[config.mk]
export PLATFORM = sky130hd
export DESIGN_NAME = nonce_generator
export DESIGN_NICKNAME = d
export VERILOG_FILES = /design/src/rtl/nonce_generator.sv
export SDC_FILE = /design/constraint.sdc
export NUM_CORES = 1
export LEC_CHECK = 0
export ABC_CLOCK_PERIOD_IN_PS = 3300
export BUFFER_PORTS_ARGS = -buffer_cell sky130_fd_sc_hd__clkbuf_2
export CAP_MARGIN = 10
export CORE_AREA = 2 2 629 631
export DETAILED_ROUTE_END_ITERATION = 8
export DIE_AREA = 0 0 631 633
export PLACE_DENSITY = 0.3
export SYNTH_ARGS = -nofsm -noshare
export SYNTH_HDL_FRONTEND = slang
export SYNTH_SLANG_ARGS = --single-unit
[constraint.sdc]
create_clock -name clk -period 3.3 [get_ports clk]
set_input_delay 0.33 -clock clk [delete_from_list [all_inputs] [get_ports clk]]
set_output_delay 0.33 -clock clk [all_outputs]
set_load 0.005 [all_outputs]
[src/rtl/nonce_generator.sv]
// nonce_generator
//   Work-unit source for the miner datapath. Holds the 23-word block header,
//   appends the current strided nonce as word 0 of the 24-word SHA message,
//   advances the nonce on request, captures the winning nonce on a comparator
//   hit, counts attempted hashes and flags exhaustion of the nonce range.
//
// Ports
//   clk, n_rst      clock, asynchronous active-low reset
//   load_msg        pulse: latch msg_in as header, restart range, go ACTIVE
//   msg_in          23 header words
//   reset_nonce     pulse: abort job, go IDLE, header kept
//   increment       pulse: advance nonce by STEP
//   result_strobe   pulse: comparator result for current nonce is valid
//   result_valid    comparator hit, qualified by result_strobe
//   msg_out         {header[22:0], nonce}
//   nonce           current nonce
//   active          state == ACTIVE
//   found           sticky winning-nonce flag
//   found_nonce     nonce that produced the hit
//   overflow        sticky range-exhausted flag
//   hash_count      saturating count of result_strobe pulses in this job
module nonce_generator #(
  parameter logic [31:0] NONCE_START = 32'h0000_0000,
  parameter logic [31:0] NONCE_END   = 32'hFFFF_FFFF,
  parameter logic [31:0] STEP        = 32'd1
) (
  input  logic              clk,
  input  logic              n_rst,
  input  logic              load_msg,
  input  logic [22:0][31:0] msg_in,
  input  logic              reset_nonce,
  input  logic              increment,
  input  logic              result_strobe,
  input  logic              result_valid,
  output logic [23:0][31:0] msg_out,
  output logic [31:0]       nonce,
  output logic              active,
  output logic              found,
  output logic [31:0]       found_nonce,
  output logic              overflow,
  output logic [31:0]       hash_count
);

  typedef enum logic [1:0] {
    IDLE      = 2'd0,
    ACTIVE    = 2'd1,
    FOUND     = 2'd2,
    EXHAUSTED = 2'd3
  } state_e;

  state_e            state_q, state_d;
  logic [22:0][31:0] header_q, header_d;
  logic [31:0]       nonce_q, nonce_d;
  logic              found_q, found_d;
  logic [31:0]       found_nonce_q, found_nonce_d;
  logic              overflow_q, overflow_d;
  logic [31:0]       hash_count_q, hash_count_d;
  logic [32:0]       sum;
  logic              hit;

  // 33-bit sum so a step past 32'hFFFF_FFFF is detected instead of wrapping.
  assign sum = {1'b0, nonce_q} + {1'b0, STEP};
  assign hit = result_strobe && result_valid;

  always_comb begin
    state_d       = state_q;
    header_d      = header_q;
    nonce_d       = nonce_q;
    found_d       = found_q;
    found_nonce_d = found_nonce_q;
    overflow_d    = overflow_q;
    hash_count_d  = hash_count_q;

    if (load_msg || reset_nonce) begin
      // load_msg wins over reset_nonce; both restart the range.
      nonce_d       = NONCE_START;
      found_d       = 1'b0;
      found_nonce_d = '0;
      overflow_d    = 1'b0;
      hash_count_d  = '0;
      if (load_msg) begin
        header_d = msg_in;
        state_d  = ACTIVE;
      end else begin
        state_d  = IDLE;
      end
    end else if (state_q == ACTIVE) begin
      if (result_strobe && hash_count_q != 32'hFFFF_FFFF)
        hash_count_d = hash_count_q + 32'd1;
      if (hit) begin
        // A hit freezes the nonce at the winning value; a coincident
        // increment is dropped.
        found_nonce_d = nonce_q;
        found_d       = 1'b1;
        state_d       = FOUND;
      end else if (increment) begin
        if (sum > {1'b0, NONCE_END}) begin
          overflow_d = 1'b1;
          state_d    = EXHAUSTED;
        end else begin
          nonce_d = sum[31:0];
        end
      end
    end
  end

  always_ff @(posedge clk or negedge n_rst) begin
    if (!n_rst) begin
      state_q       <= IDLE;
      header_q      <= '0;
      nonce_q       <= NONCE_START;
      found_q       <= 1'b0;
      found_nonce_q <= '0;
      overflow_q    <= 1'b0;
      hash_count_q  <= '0;
    end else begin
      state_q       <= state_d;
      header_q      <= header_d;
      nonce_q       <= nonce_d;
      found_q       <= found_d;
      found_nonce_q <= found_nonce_d;
      overflow_q    <= overflow_d;
      hash_count_q  <= hash_count_d;
    end
  end

  assign msg_out     = {header_q, nonce_q};
  assign nonce       = nonce_q;
  assign active      = (state_q == ACTIVE);
  assign found       = found_q;
  assign found_nonce = found_nonce_q;
  assign overflow    = overflow_q;
  assign hash_count  = hash_count_q;

endmodule

==> impl_metrics.csv, run 1 <==
group,metric,value,unit
status,outcome,"complete, no violations",
cells_and_area,fill_cells,44245,
sta,slew_viol_final,0,
critical_path,critPathLaunchType,"register",
power,p_per_area,521.6,nW/um2
cells_and_area,regArea,20920,um2
power,vdd_drop_max,0.4812,mV
placement,numPortBuffers,1609,
run,drv_cap,0,
detailed_routing,wl_per_cell,27.17,um
global_routing,grt_pass1_vias,31030,
logic_synthesis,yosys_warnings,0,
sta,achievable-frequency,0.3219,GHz
detailed_routing,drtPass1Iterations,5,
placement,globalplace.congestion,0.9070,
floorplan,die-area,399400,um2
clock_network,clockBufferDepth,4,
placement,dp.cells,8937,
detailed_routing,viasPerCell,2.914,
detailed_routing,drt-total-wl,269500,um
detailed_routing,drt_iter0_drc,1124,
clock_network,tritoncts,"done",
logic_synthesis,syn_area_per_cell,15.03,um2
logic_synthesis,synth_ff_type,"dfrtp_1",
placement,place.detailed.hpwl,232200,um
sta,hold_viol_final,0,
detailed_routing,num_vias,28904,
power,p_leak,0.02591,uW
floorplan,io_pins,1610,
clock_network,clock_latency,0.87,ns
logic_synthesis,ys_seq_elements,836,
logic_synthesis,synth-edff-count,0,
clock_network,cts_setup_buffers,0,
cells_and_area,final_util,15.01,%
floorplan,die_w,631,um
global_routing,grt_pass1_wl,340300,um
worst_hold_path,hold_class,"in -> async",
logic_synthesis,yosysTopAreaCell,"dfrtp_1",
detailed_routing,drtAntennaViolNets,0,
logic_synthesis,yosys.area.top_type_share,64.54,%
cells_and_area,stdcell_count,9919,
logic_synthesis,synthCells,2156,
floorplan,die_h,633,um
critical_path,cp.arrival,3.83,ns
logic_synthesis,yosysSeqAreaShare,64.54,%
logic_synthesis,yosysUniqueCellTypes,54,
global_routing,antenna_found_initial,145,
logic_synthesis,ys_async_sr_fraction,100.0,%
critical_path,path_max_fanout,6,
sta,fin_crit,3.107,ns
critical_path,worstSetupEndpointType,"register",
critical_path,required,4.03,ns
clock_network,ctsRootBufferMaster,"clkbuf_16",
cells_and_area,nets,5330,
floorplan,coreArea,392000,um2
floorplan,row_count,230,
cells_and_area,area_delta_synth_final,81.46,%
clock_network,cts_buffers,123,
global_routing,grt-ovfl-total,0,
global_routing,grt_start_max_net_pins,96,
detailed_routing,drcViolationCount,0,
clock_network,h-tree-depth,3,
sta,setup_tns,0,ns
logic_synthesis,syn_nets,2902,
sta,tightest_slew,0.7897,ns
critical_path,criticalPathCategory,"reg -> reg",
global_routing,grt.total_usage,13.03,%
clock_network,clkSinkCount,836,
cells_and_area,multiInputGateArea,10820,um2
sta,fin_crit_sh,94.14,%
logic_synthesis,ys_top_cells_by_area,"dfrtp_1 (65%), mux2_2 (26%), clkbuf_1 (1.2%)",
logic_synthesis,synth_most_common_cell,"dfrtp_1",
floorplan,initial_core_util,8.269,%
cells_and_area,drive_above_1_share,56.75,%
sta,grt_setup_unrepaired,"false",
sta,skew,0.06023,ns
clock_network,path_clk_slew,0.05,ns
sta,setup_viol,0,
logic_synthesis,syn_area,32410,um2
logic_synthesis,synth_top_cells_by_count,"dfrtp_1 (836), mux2_2 (736), clkbuf_1 (106)",
sta,slew_headroom,47.35,%
-- worst max-delay path, cell delays in order, from the launching register on --
cell,delay (ns)
dfrtp_1,0.40
ha_1,0.20
nand4_1,0.20
or4b_1,0.68
o41ai_2,0.42
nand4_1,0.21
nor4b_4,0.48
buf_4,0.19
nor2_2,0.03
a211oi_2,0.20
-- registers in the layout, indices dropped and copies added (netlist names) --
register     flops
found            1
found_nonce     32
hash_count      32
msg_out        736
nonce           32
overflow         1
state_q          2
-- area by class of cell --
cell class	instances	share of cell area, %
Sequential cell	836	35.57
Clock buffer	168	5.929
Clock inverter	48	0.8658
Inverter	5	0.03191
Timing Repair Buffer	2449	28.01
Tap cell	5220	11.10
Antenna cell	24	0.1021
Multi-Input combinational cell	1169	18.39
-- path summary, 6_finish.rpt --
path	to	slack, ns	cells past startpoint	from
max	nonce[1]$_DFFE_PN0P_	0.19	9	nonce[1]$_DFFE_PN0P_
max reg2reg	nonce[1]$_DFFE_PN0P_	0.19	9	nonce[1]$_DFFE_PN0P_
max in group asynchronous	msg_out[357]$_DFFE_PN0P_	2.15	3	n_rst
min reg2reg	msg_out[252]$_DFFE_PN0P_	0.50	1	msg_out[252]$_DFFE_PN0P_
min in group clk	msg_out[245]$_DFFE_PN0P_	0.16	3	load_msg
min	msg_out[476]$_DFFE_PN0P_	0.09	2	n_rst
-- cell usage in the layout, fill, tap and decap left out, types with 3 or more instances in the layout --
cell type,instances
clkbuf_2,1607
dfrtp_1,836
dlygate4sd3_1,742
mux2_2,736
clkbuf_16,123
nand2_1,102
buf_4,79
nor2_1,67
a21oi_1,45
xor2_1,37
diode_2,24
clkbuf_8,24
nand4_1,23
clkinv_2,23
xnor2_1,21
clkbuf_1,21
nand3_1,19
buf_12,19
and3_1,17
and4_1,13
clkinvlp_4,9
and2_1,8
o21ai_0,8
nor3_1,8
or3_1,7
bufinv_16,7
inv_1,5
o31ai_1,4
nor2b_1,3
nor4b_1,3
ha_1,3
inv_6,3
-- layer usage --
| metal | track usage (%) | wire, um | share of wire (%) |
|---|---|---|---|
| met3 | 8.608 | 39530 | 15 |
| met1 | 13.37 | 94630 | 35 |
| met4 | 2.807 | 6649 | 2.5 |
| met5 | 0 | 265 | 0.098 |
| met2 | 22.00 | 128400 | 48 |
-- power breakdown --
| part | switching (uW) | leakage, uW | total, uW | internal [uW] |
|---|---|---|---|---|
| clock network | 5620 | 0.00196 | 13500 | 7890 |
| logic | 3050 | 0.0139 | 5400 | 2340 |
| registers | 604 | 0.0100 | 11800 | 11200 |
-- through the flow --
| step | hold slack (ns) | total power (uW) | instance area (um2) | setup slack (ns) |
|---|---|---|---|---|
| global placement | 0.4172 | 16690 | 47320 | 0.09049 |
| CTS | 0.03725 | 31680 | 58740 | 0.05979 |
| detailed placement | 0.4118 | 16710 | 47320 | 0.08057 |
| global route | 0.08559 | 32310 | 58790 | 0.008448 |
| finish | 0.08654 | 30680 | 58820 | 0.1935 |
| floorplan | 0.03441 | 12990 | 32410 | 0.2954 |
-- timing repair --
action | CTS | global route
gates resized for setup | 0 | 2
setup endpoints to repair | 0 | 12
hold endpoints to repair | 911 | 0
hold buffers | 742 | 0
-- cells by family after synthesis --
family | synth area share (%)
fa+ha+maj | 0.1158
flops | 64.54
buf+inv | 2.150
xor+xnor | 1.567
mux | 25.63
simple gates | 4.540
compound gates | 1.452
(Power assumes the default switching activity.)
==> run 2, diff against run 1 <==
RECOVER_POWER = 25   (was not set)
==> run 2 against run 1 <==
Compared with the run above: the flow now finishes with violations (max-capacitance violations, max-slew violations); utilization barely moved; critical path type unchanged; global-route usage unchanged; clock power is essentially flat; sequential share of layout area grew 0.094 points; clock-buffer cell count did not move; non-clock buffer count did not move; first-iteration DRC count is 4.0% higher.
==> impl_metrics.csv, run 2 (synthesis results as in run 1) <==
group,metric,value,unit
cells_and_area,largest_reg_flops,736,
sta,slew_viol_final,87,
critical_path,path_max_fanout,6,
detailed_routing,viasPerCell,2.915,
floorplan,coreArea,392000,um2
power,vdd_drop_max,0.4805,mV
sta,grt_setup_unrepaired,"false",
cells_and_area,area_delta_synth_final,80.98,%
cells_and_area,nets,5330,
cells_and_area,final_cell_mix,"clkbuf_2 (1,615), dfrtp_1 (836), dlygate4sd3_1 (742)",
sta,hold_viol_final,0,
critical_path,cp.arrival,3.83,ns
global_routing,grt_pass1_wl,340300,um
cells_and_area,fin_area,58660,um2
detailed_routing,num_vias,28928,
placement,place_ws,0.08057,ns
detailed_routing,drtPass1Iterations,5,
clock_network,clkSinkCount,836,
clock_network,clockBufferDepth,4,
sta,setup_tns,0,ns
sta,tightest_slew,2.616,ns
floorplan,row_count,230,
cells_and_area,stdcell_count,9925,
floorplan,die-area,399400,um2
floorplan,io_pins,1610,
global_routing,antenna_found_initial,145,
detailed_routing,drtAntennaViolNets,0,
detailed_routing,wl_per_cell,27.15,um
critical_path,required,4.03,ns
critical_path,critPathLaunchType,"register",
floorplan,initial_core_util,8.269,%
floorplan,die_h,633,um
detailed_routing,drt-total-wl,269500,um
detailed_routing,drt_iter0_drc,1169,
global_routing,grt-ovfl-total,0,
cells_and_area,drive_above_1_share,56.36,%
status,violations,"max-capacitance violations, max-slew violations",
placement,dp.cells,8937,
run,drv_cap,2,
worst_hold_path,hold_class,"in -> reg",
sta,setup_viol,0,
clock_network,clock_latency,0.87,ns
sta,slew_headroom,-74.42,%
clock_network,h-tree-depth,3,
sta,fin_crit,3.101,ns
clock_network,cts_buffers,123,
floorplan,die_w,631,um
status,outcome,"finished, violations left",
placement,globalplace.congestion,0.9070,
sta,fin_ws,0.1987,ns
power,p_leak,0.02581,uW
power,p_per_area,522.7,nW/um2
placement,dpl_cell_area,47320,um2
sta,skew,0.05709,ns
global_routing,grt_pass1_vias,31030,
clock_network,cts_setup_buffers,0,
global_routing,grt_start_max_net_pins,96,
placement,place.detailed.hpwl,232200,um
cells_and_area,mostFrequentLayoutCell,"clkbuf_2",
sta,fin_crit_sh,93.98,%
clock_network,ctsRootBufferMaster,"clkbuf_16",
critical_path,criticalPathCategory,"reg -> reg",
sta,achievable-frequency,0.3224,GHz
clock_network,tritoncts,"done",
global_routing,grt.total_usage,13.03,%
critical_path,worstSetupEndpointType,"register",
placement,numPortBuffers,1609,
detailed_routing,drcViolationCount,0,
sta,hold-worst-slack,0.1562,ns
clock_network,path_clk_slew,0.06,ns
run 2: cell count changes in the layout (fill, tap and decap cells not counted), moves of 3 or more:
| cell | change |
|---|---|
| buf_12 | -6 |
| buf_4 | -22 |
| clkbuf_1 | +18 |
| clkbuf_2 | +8 |
| clkbuf_4 | +3 |
| diode_2 | +6 |
run 2: area by class of cell:
class                   instances  area [um2]
diodes                         30       75.07
clock buffers                 168        3487
inverters                       5       18.77
well taps                    5220        6531
clock inverters                48       509.2
fillers                     44265      333300
repair buffers               2449       16300
flip-flops and latches        836       20920
multi-input cells            1169       10820
run 2: metal layers:
layer	track usage (%)	wire length [um]	vias up
met5	0	258	-
met4	2.807	6673	42
met3	8.608	39640	428
met2	22.00	128600	1196
met1	13.37	94270	14756
li1	-	-	12506
run 2: worst paths after layout:
path,from,to,slack (ns),cells past startpoint
max in group asynchronous,n_rst,msg_out[159]$_DFFE_PN0P_,0.36,4
min in group asynchronous,n_rst,msg_out[476]$_DFFE_PN0P_,0.70,2
setup / recovery,nonce[1]$_DFFE_PN0P_,nonce[1]$_DFFE_PN0P_,0.20,9
hold reg to reg,msg_out[252]$_DFFE_PN0P_,msg_out[252]$_DFFE_PN0P_,0.50,1
setup reg to reg,nonce[1]$_DFFE_PN0P_,nonce[1]$_DFFE_PN0P_,0.20,9
hold / removal,load_msg,msg_out[245]$_DFFE_PN0P_,0.16,3
run 2: metrics by stage:
step | utilization (%) | power (uW)
6_report | 14.97 | 30660
3_3_place_gp | 12.07 | 16690
3_5_place_dp | 12.07 | 16710
2_1_floorplan | - | 12990
5_1_grt | 14.96 | 32290
4_1_cts | 14.99 | 31680
run 2: power by group:
group | leakage, uW | internal (uW) | switching (uW)
clock network | 0.00196 | 7890 | 5620
registers | 0.0100 | 11200 | 603
logic | 0.0138 | 2330 | 3050
run 2: critical path, stage by stage, from the launching register on:
cell	delay (ns)
dfrtp_1	0.40
ha_1	0.20
nand4_1	0.20
or4b_1	0.68
o41ai_2	0.42
nand4_1	0.21
nor4b_4	0.48
buf_4	0.19
nor2_2	0.03
a211oi_2	0.20
run 2: repair_timing:
action,in CTS,in global routing
hold buffers,742,0
resized for setup,0,2
hold endpoints to repair,911,0
setup endpoints to repair,0,12
==> run 3, diff against run 2 <==
BUFFER_PORTS_ARGS = not set   (was -buffer_cell sky130_fd_sc_hd__clkbuf_2)
CORE_AREA = 2 2 620 622   (was 2 2 629 631)
DIE_AREA = 0 0 622 624   (was 0 0 631 633)
DONT_BUFFER_PORTS = 1   (was not set)
==> run 3 against run 2 <==
Compared with the run above: sequential share of layout area rose by 2.7 points; sequential cell count did not move; clock power increased by 5%; critical path depth shrank 1; the flow still finishes with violations (max-capacitance violations, max-slew violations); sequential power up 12%; register-to-register slack worse by 0.06 ns; power about the same.
==> impl_metrics.csv, run 3 (synthesis results as in run 1) <==
group,metric,value,unit
detailed_routing,drt_iter0_drc,1238,
global_routing,grt.total_usage,12.83,%
detailed_routing,drcViolationCount,0,
detailed_routing,num_vias,25066,
detailed_routing,drtAntennaViolNets,0,
placement,globalplace.congestion,0.9334,
global_routing,grt_pass1_wl,316600,um
detailed_routing,drtPass1Iterations,7,
critical_path,critPathLaunchType,"register",
global_routing,antenna_found_initial,327,
power,p_switching,8968,uW
placement,dpl_cell_area,38550,um2
power,p_comb_share,10.5,%
critical_path,reg2reg_depth,8,
cells_and_area,fill_cells,42593,
sta,skew,0.02194,ns
floorplan,row_count,227,
detailed_routing,viasPerCell,2.932,
floorplan,die_w,622,um
clock_network,h-tree-depth,3,
floorplan,initial_core_util,8.504,%
clock_network,clkSinkCount,836,
floorplan,die_h,624,um
detailed_routing,drt-total-wl,258900,um
clock_network,ctsRootBufferMaster,"clkbuf_16",
placement,place_ws,0.1161,ns
cells_and_area,largest_reg_flops,736,
cells_and_area,mostFrequentLayoutCell,"dlygate4sd3_1",
placement,numPortBuffers,0,
power,p_leak,0.02078,uW
cells_and_area,area_delta_synth_final,68.46,%
sta,slew_headroom,-55.77,%
status,violations,"max-capacitance violations, max-slew violations",
critical_path,worstSetupEndpointType,"register",
power,internal_power,21680,uW
clock_network,path_clk_slew,0.06,ns
cells_and_area,stdcell_count,8548,
sta,tightest_slew,2.337,ns
global_routing,grt_pass1_vias,25809,
cells_and_area,fin_area,54600,um2
global_routing,grt-ovfl-total,0,
power,p_per_area,561.4,nW/um2
power,switching_share,29.26,%
critical_path,cp.arrival,3.92,ns
worst_hold_path,hold_class,"in -> reg",
cells_and_area,final_cell_mix,"dlygate4sd3_1 (1,149), dfrtp_1 (834), mux2_2 (736)",
critical_path,required,4.06,ns
sta,hold_viol_final,0,
run,drv_cap,2,
floorplan,io_pins,1610,
power,clkPwrFrac,46.5,%
sta,fin_crit_sh,95.81,%
detailed_routing,wl_per_cell,30.29,um
sta,achievable-frequency,0.3163,GHz
sta,setup_viol,0,
sta,slew_viol_final,290,
status,outcome,"finished, violations left",
critical_path,criticalPathCategory,"reg -> reg",
cells_and_area,drive_above_1_share,29.58,%
worst_hold_path,min_delay_path_depth,3,
clock_network,clock_latency,0.86,ns
placement,place.detailed.hpwl,213100,um
cells_and_area,nets,4090,
sta,fin_crit,3.162,ns
placement,dp.cells,7101,
critical_path,path_max_fanout,8,
floorplan,die-area,388100,um2
clock_network,cts_buffers,123,
sta,fin_ws,0.1382,ns
global_routing,grt_start_max_net_pins,739,
power,vdd_drop_max,0.3973,mV
clock_network,clockBufferDepth,4,
power,seqPwrFrac,43.0,%
clock_network,tritoncts,"done",
floorplan,coreArea,381200,um2
==> run 3: cell count changes in the layout (fill, tap and decap cells not counted), moves of 3 or more <==
cell / delta
buf_4: -7
bufinv_16: +6
diode_2: +39
inv_6: +3
clkinv_2: -5
buf_16: +8
clkinv_4: +7
clkbuf_1: -23
clkbuf_2: -1615
dlygate4sd3_1: +407
buf_12: -13
==> run 3: area by class of cell <==
class	count	area, um2	share of cell area [%]
antenna	69	172.7	0.3162
clock buffer	166	3521	6.448
clock inverter	56	725.7	1.329
inverter	5	18.77	0.03437
multi-input combinational	1169	10810	19.80
sequential	836	20920	38.32
tap	5038	6304	11.54
timing repair buffer	1209	12130	22.21
==> run 3: metal layers <==
| layer | wire length [um] | vias up | track usage, % |
|---|---|---|---|
| li1 | - | 10106 | - |
| met1 | 89620 | 12686 | 13.11 |
| met2 | 119800 | 1468 | 21.19 |
| met3 | 39580 | 686 | 8.912 |
| met4 | 9117 | 120 | 3.195 |
| met5 | 782 | - | 0 |
==> run 3: critical path, stage by stage, from the launching register on <==
cell and delay, ns:
dfrtp_1 0.49, and4_1 0.30, or4b_1 0.64, or3_4 0.48, a32oi_2 0.28, nor4b_4 0.07
buf_4 0.17, or4_1 0.46, a21oi_1 0.18
==> run 3: path summary, 6_finish.rpt <==
kind,start,slack [ns],to
max,nonce[8]$_DFFE_PN0P_,0.14,nonce[27]$_DFFE_PN0P_
min,result_valid,0.14,found_nonce[2]$_DFFE_PN0P_
max reg2reg,nonce[8]$_DFFE_PN0P_,0.14,nonce[27]$_DFFE_PN0P_
min reg2reg,msg_out[386]$_DFFE_PN0P_,0.54,msg_out[386]$_DFFE_PN0P_
max in group asynchronous,n_rst,0.43,msg_out[531]$_DFFE_PN0P_
min in group asynchronous,n_rst,0.16,msg_out[410]$_DFFE_PN0P_
==> run 3: what timing repair did <==
item	4_1_cts	5_1_grt
buffers inserted	0	1
endpoints found under the hold margin	1319	0
gates resized for setup	0	1
setup endpoints to repair	0	9
hold buffers	1150	0
==> run 3: metrics by stage <==
step / hold slack [ns] / setup TNS [ns] / util, % / power [uW]
2_1_floorplan: 0.03441 / 0 / - / 12990
3_3_place_gp: 0.03860 / 0 / 10.11 / 14780
3_5_place_dp: 0.03781 / 0 / 10.11 / 14790
4_1_cts: 0.003464 / 0 / 14.25 / 31310
5_1_grt: 0.07884 / -0.009525 / 14.30 / 32160
6_report: 0.1387 / 0 / 14.33 / 30650
==> run 3: power groups by stage <==
| stage | clock network (uW) | registers, uW | logic (uW) |
|---|---|---|---|
| final | 14200 | 13200 | 3220 |
| after global routing | 15300 | 13400 | 3490 |
| after CTS | 14900 | 13300 | 3090 |
| after detailed placement | 0 | 13500 | 1340 |
| after floorplan | 0 | 11900 | 1130 |
| after global placement | 0 | 13500 | 1310 |
